File: src/rtl/insn_fetch_sequencer.sv
// insn_fetch_sequencer: pulls one instruction at a time from the prefetch FIFO
// (opcode, optional ModR/M handled by an external decoder, then immediate bytes)
// and hands the opcode plus assembled immediate to the microcode core.
//
// Ports:
//   clk, reset            clock; asynchronous active-high reset
//   flush                 synchronous abandon of the current instruction
//   fifo_rd_en            FIFO pop (muxed to the ModR/M decoder while it runs)
//   fifo_rd_data          FIFO byte, valid the cycle after a pop
//   fifo_empty            FIFO empty
//   opcode                latched opcode, feeds the opcode table
//   has_modrm, imm_bytes  opcode table results (imm_bytes 3 acts as 2)
//   modrm_start           one-cycle decoder start pulse
//   modrm_fifo_rd_en      decoder's FIFO pop request
//   modrm_complete        decoder done
//   insn_valid/ready      handshake to the microcode core
//   insn_has_modrm        latched has_modrm
//   insn_immediate        assembled 16-bit immediate
module insn_fetch_sequencer #(
    parameter bit SEXT_IMM8 = 1'b1
) (
    input  logic        clk,
    input  logic        reset,
    input  logic        flush,
    output logic        fifo_rd_en,
    input  logic [7:0]  fifo_rd_data,
    input  logic        fifo_empty,
    output logic [7:0]  opcode,
    input  logic        has_modrm,
    input  logic [1:0]  imm_bytes,
    output logic        modrm_start,
    input  logic        modrm_fifo_rd_en,
    input  logic        modrm_complete,
    output logic        insn_valid,
    input  logic        insn_ready,
    output logic        insn_has_modrm,
    output logic [15:0] insn_immediate
);
    typedef enum logic [2:0] {FETCH_OP, WAIT_OP, DISPATCH, MODRM, IMM, VALID} state_t;

    state_t     state;
    logic       live;
    logic       pend;
    logic [1:0] issued;
    logic [1:0] received;
    logic [1:0] n;
    logic [1:0] imm_len;
    logic       seq_pop;
    logic       lend;
    logic [7:0] ext;

    assign imm_len = (imm_bytes == 2'd3) ? 2'd2 : imm_bytes;
    assign ext     = SEXT_IMM8 ? {8{fifo_rd_data[7]}} : 8'h00;

    // live is low while reset is held and for the first cycle after release,
    // keeping the pop deasserted during reset without using reset as data.
    assign seq_pop = live & ~flush & ~fifo_empty &
                     ((state == FETCH_OP) | ((state == IMM) & (issued < n)));

    // The decoder owns the read port from its start cycle until it completes.
    assign lend        = ~flush & (((state == DISPATCH) & has_modrm) | (state == MODRM));
    assign fifo_rd_en  = lend ? modrm_fifo_rd_en : seq_pop;
    assign modrm_start = ~flush & (state == DISPATCH) & has_modrm;

    always_ff @(posedge clk or posedge reset) begin
        if (reset) begin
            state          <= FETCH_OP;
            live           <= 1'b0;
            pend           <= 1'b0;
            issued         <= 2'd0;
            received       <= 2'd0;
            n              <= 2'd0;
            opcode         <= 8'h00;
            insn_immediate <= 16'h0000;
            insn_has_modrm <= 1'b0;
            insn_valid     <= 1'b0;
        end else begin
            live <= 1'b1;
            if (flush) begin
                state          <= FETCH_OP;
                pend           <= 1'b0;
                issued         <= 2'd0;
                received       <= 2'd0;
                n              <= 2'd0;
                opcode         <= 8'h00;
                insn_immediate <= 16'h0000;
                insn_has_modrm <= 1'b0;
                insn_valid     <= 1'b0;
            end else begin
                case (state)
                    FETCH_OP: if (seq_pop) state <= WAIT_OP;
                    WAIT_OP: begin
                        opcode         <= fifo_rd_data;
                        insn_immediate <= 16'h0000;
                        pend           <= 1'b0;
                        issued         <= 2'd0;
                        received       <= 2'd0;
                        state          <= DISPATCH;
                    end
                    DISPATCH: begin
                        insn_has_modrm <= has_modrm;
                        n              <= imm_len;
                        if (has_modrm) begin
                            state <= MODRM;
                        end else if (imm_len != 2'd0) begin
                            state <= IMM;
                        end else begin
                            state      <= VALID;
                            insn_valid <= 1'b1;
                        end
                    end
                    MODRM: begin
                        if (modrm_complete) begin
                            if (n != 2'd0) begin
                                state <= IMM;
                            end else begin
                                state      <= VALID;
                                insn_valid <= 1'b1;
                            end
                        end
                    end
                    IMM: begin
                        pend <= seq_pop;
                        if (seq_pop) issued <= issued + 2'd1;
                        // pend marks the byte popped last cycle, now on fifo_rd_data.
                        if (pend) begin
                            received <= received + 2'd1;
                            if (received == 2'd0)
                                insn_immediate <= {(n == 2'd1) ? ext : 8'h00, fifo_rd_data};
                            else
                                insn_immediate[15:8] <= fifo_rd_data;
                            if (received + 2'd1 == n) begin
                                state      <= VALID;
                                insn_valid <= 1'b1;
                            end
                        end
                    end
                    VALID: begin
                        if (insn_ready) begin
                            state      <= FETCH_OP;
                            insn_valid <= 1'b0;
                        end
                    end
                    default: state <= FETCH_OP;
                endcase
            end
        end
    end
endmodule

File: config.mk
export PLATFORM = sky130hd
export DESIGN_NAME = insn_fetch_sequencer
export DESIGN_NICKNAME = d
export VERILOG_FILES = /design/src/rtl/insn_fetch_sequencer.sv
export SDC_FILE = /design/constraint.sdc
export NUM_CORES = 1
export LEC_CHECK = 0
export CORE_MARGIN = 2
export CORE_UTILIZATION = 30
export CTS_BUF_LIST = sky130_fd_sc_hd__clkbuf_16
export DETAILED_ROUTE_END_ITERATION = 12
export SLEW_MARGIN = 20
export SYNTH_ARGS = -nofsm -noshare
export SYNTH_HDL_FRONTEND = slang
export SYNTH_SLANG_ARGS = --single-unit
File: constraint.sdc
create_clock -name clk -period 3.8 [get_ports clk]
set_input_delay 0.38 -clock clk [delete_from_list [all_inputs] [get_ports clk]]
set_output_delay 0.38 -clock clk [all_outputs]
set_load 0.005 [all_outputs]
==> run_summary.xml <==
<?xml version="1.0" encoding="UTF-8"?>
<metrics>
  <group name="synth">
    <metric name="number_of_enable_flip_flop_cells_after_synthesis" unit="">0</metric>
    <metric name="synth_top_area_share" unit="%">50.24</metric>
    <metric name="yosys_warnings" unit="">0</metric>
    <metric name="async_flop_share" unit="%">100.0</metric>
    <metric name="ys_seq_area_share" unit="%">50.24</metric>
    <metric name="synthesis.nets" unit="">221</metric>
    <metric name="synth_area" unit="sq um">1843</metric>
    <metric name="synth.top_cells.by_area" unit="">dfrtp_1 50%, nand2_1 7.1%, nor2_1 5.7%</metric>
    <metric name="ys_seq_elements" unit="">37</metric>
    <metric name="synth_cell_type_count" unit="">45</metric>
    <metric name="synth.avg_cell_area" unit="sq um">9.169</metric>
    <metric name="dominantRegCellSynth" unit="">dfrtp_1</metric>
    <metric name="synth_cells" unit="">201</metric>
    <metric name="synth_top_cell_by_area" unit="">dfrtp_1</metric>
  </group>
  <group name="worst_setup_path">
    <metric name="crit_path_end" unit="">fifo_rd_en</metric>
    <metric name="cp-end-kind" unit="">output port</metric>
    <metric name="crit_path_max_fanout" unit="">4</metric>
    <metric name="timing.setup.critical_path_class" unit="">flip-flop to output port</metric>
    <metric name="reg2reg_from" unit="">state[0]</metric>
    <metric name="ff2ff_path_depth" unit="">5</metric>
    <metric name="critPathLaunch" unit="">n[1]</metric>
    <metric name="worstPathArrival" unit="ps">2210</metric>
    <metric name="ff2ff_setup_slack" unit="ps">1740</metric>
    <metric name="critPathRequiredTime" unit="ps">3420</metric>
    <metric name="reg2reg_to" unit="">insn_immediate[15]</metric>
    <metric name="critical_path.startpoint_type" unit="">flip-flop</metric>
  </group>
  <group name="clock_tree">
    <metric name="insertion_delay" unit="ps">280</metric>
    <metric name="postCtsHoldBufs" unit="">0</metric>
    <metric name="cts_htree_levels" unit="">2</metric>
    <metric name="tritoncts.num_buffers" unit="">5</metric>
    <metric name="tritoncts" unit="">built</metric>
    <metric name="clock-sinks" unit="">37</metric>
    <metric name="clock_path_buffers" unit="">2</metric>
    <metric name="postcts_resize_cnt" unit="">0</metric>
    <metric name="path_clk_slew" unit="ps">60</metric>
    <metric name="post_cts_buffers" unit="">0</metric>
    <metric name="cts.root.buffer_cell" unit="">clkbuf_16</metric>
  </group>
  <group name="floorplanning">
    <metric name="die-width" unit="um">82.38</metric>
    <metric name="start_util" unit="%">31.13</metric>
    <metric name="die_area" unit="sq um">6786</metric>
    <metric name="core_area" unit="sq um">5921</metric>
    <metric name="die-height" unit="um">82.38</metric>
    <metric name="top_level_ports" unit="">46</metric>
    <metric name="std_cell_rows" unit="">28</metric>
  </group>
  <group name="finish">
    <metric name="areaGrowthSynthToFinish" unit="%">35.57</metric>
    <metric name="antenna_cells_inserted" unit="">0</metric>
    <metric name="design.final.nets" unit="">264</metric>
    <metric name="layout.cell_area.non_filler" unit="sq um">2499</metric>
    <metric name="layout_common_cells" unit="">45 x clkdlybuf4s50_1, 37 x dfrtp_1, 35 x nand2_1</metric>
    <metric name="post_route_cells_drive_above_1_share" unit="%">6.967</metric>
    <metric name="fin_util" unit="%">42.20</metric>
    <metric name="layout.cells.non_filler" unit="">319</metric>
    <metric name="final_common_cell" unit="">clkdlybuf4s50_1</metric>
  </group>
  <group name="timing">
    <metric name="report.final.hold_viol_count" unit="">0</metric>
    <metric name="finalWorstPathRequiredPeriod" unit="ps">2592</metric>
    <metric name="total_of_endpoints_with_negative_setup_slack_in_the_final_report" unit="">0</metric>
    <metric name="finalMaxSlewViolations" unit="">0</metric>
    <metric name="finalCritPeriodShare" unit="%">68.20</metric>
    <metric name="hold-worst-slack" unit="ps">479.9</metric>
    <metric name="fin_worst_skew" unit="ps">6.146</metric>
    <metric name="worst_slew_margin" unit="%">39.39</metric>
    <metric name="maxClockFrequency" unit="MHz">385.9</metric>
    <metric name="finalSetupTns" unit="ps">0</metric>
    <metric name="rsz_0062_raised_after_global_routing" unit="">no</metric>
    <metric name="tightest_slew" unit="ps">908.2</metric>
  </group>
  <group name="drt">
    <metric name="drt-total-wl" unit="um">4496</metric>
    <metric name="drt_pre_antenna_iters" unit="">4</metric>
    <metric name="drc_violation_count_after_routing" unit="">0</metric>
    <metric name="drt_first_iter_violations" unit="">90</metric>
    <metric name="antenna_left" unit="">0</metric>
    <metric name="vias_per_cell" unit="">4.831</metric>
    <metric name="post_drt_wl_per_cell" unit="um">14.09</metric>
    <metric name="detailroute.via_count" unit="">1541</metric>
  </group>
  <group name="outcome">
    <metric name="run_status" unit="">finished clean</metric>
  </group>
  <group name="global_route">
    <metric name="pin_count_of_the_biggest_net_entering_global_routing" unit="">24</metric>
    <metric name="grt-ovfl-total" unit="">0</metric>
    <metric name="grt_antenna_before_repair" unit="">0</metric>
    <metric name="wire_length_of_the_first_global_routing_pass" unit="um">7245</metric>
    <metric name="first_global_vias" unit="">1455</metric>
    <metric name="grt.total_usage" unit="%">14.60</metric>
  </group>
  <group name="placed_design">
    <metric name="place_inst" unit="">312</metric>
    <metric name="hpwl_reported_at_the_end_of_detailed_placement" unit="um">3297</metric>
    <metric name="gp_routability_congestion" unit="">0.7999</metric>
    <metric name="port_buffers" unit="">45</metric>
    <metric name="post_dp_cell_area" unit="sq um">2338</metric>
  </group>
  <group name="power_and_ir_drop">
    <metric name="ir_drop" unit="uV">161.5</metric>
    <metric name="power.density_cell_area" unit="nW/um^2">395.9</metric>
    <metric name="cellLeakagePower" unit="nW">1.038</metric>
  </group>
  <group name="hold_path">
    <metric name="startpoint_of_the_most_critical_hold_path" unit="">insn_immediate[1]</metric>
    <metric name="hp-class" unit="">flip-flop to flip-flop</metric>
  </group>
  <group name="job">
    <metric name="drv_cap" unit="">0</metric>
  </group>
</metrics>
[registers in the layout (all words and copies together), names as in the netlist]
register / cells
insn_has_modrm: 1
received: 2
opcode: 8
insn_valid: 1
pend: 1
issued: 2
live: 1
state: 3
insn_immediate: 16
n: 2
[power breakdown]
| part | total (mW) | switching [mW] | internal [mW] | leakage, nW |
|---|---|---|---|---|
| sequential | 0.421 | 0.0156 | 0.405 | 0.511 |
| clock | 0.455 | 0.151 | 0.304 | 0.0797 |
| combinational | 0.113 | 0.0584 | 0.0546 | 0.447 |
[how the worst min path moves through the flow]
| stage | endpoint | slack, ps | cells after the start |
|---|---|---|---|
| after floorplan | received[1] | 470 | 1 |
| after global placement | insn_immediate[7] | 460 | 2 |
| after detailed placement | insn_immediate[1] | 470 | 2 |
| after CTS | insn_immediate[1] | 480 | 2 |
| after global routing | insn_immediate[11] | 520 | 2 |
| final | insn_immediate[1] | 480 | 2 |
[cell families (layout without fill, tap and decap cells)]
logic type,count (synthesis),in the layout,share of synthesized area (%)
adder cells (fa/ha/maj),2,2,1.358
XOR/XNOR,2,2,0.9506
flip-flops,37,37,50.24
AND/OR/NAND/NOR,83,83,20.78
buffers and inverters,18,61,4.888
AO/OA/AOI/OAI,48,48,16.09
multiplexers,10,10,5.499
other,1,1,0.2035
[layout make-up]
| class | count | area, sq um |
|---|---|---|
| Clock inverter | 2 | 35.03 |
| Clock buffer | 5 | 125.1 |
| Fill cell | 580 | 3422 |
| Timing Repair Buffer | 47 | 465.4 |
| Multi-Input combinational cell | 146 | 827.0 |
| Inverter | 7 | 26.28 |
| Sequential cell | 37 | 925.9 |
| Tap cell | 75 | 93.84 |
[layer usage]
metal	wire length [um]	vias to the layer above	GRT usage (%)
met3	198	5	3.696
met4	73	0	6.167
met5	0	-	0
li1	-	766	-
met2	2183	35	22.02
met1	2042	735	19.84
[per-stage QoR]
stage	worst slack (ps)	power, mW
5_1_grt	1112	1.030
3_3_place_gp	1312	0.5417
2_1_floorplan	2109	0.4892
4_1_cts	1198	1.001
3_5_place_dp	1251	0.5423
6_report	1208	0.9892
[synth_stat cells (2+ instances only)]
cell / count
o21ai_0: 19
ha_1: 2
buf_2: 2
a21oi_1: 5
a211oi_1: 2
mux2i_1: 9
o31ai_1: 2
nor3_1: 2
o21ai_1: 10
dfrtp_1: 37
buf_4: 3
nand2b_1: 4
nor2b_1: 3
nand2_1: 35
nor2_1: 28
buf_1: 2
clkbuf_1: 2
inv_1: 7
[critical path: stages (launching register included)]
cell and delay, ps:
dfrtp_1 410, inv_1 110, ha_1 310, o211ai_1 90, and4_1 270, or2_2 310
clkdlybuf4s50_1 450
Note: power is estimated with default switching activity, not from simulation.
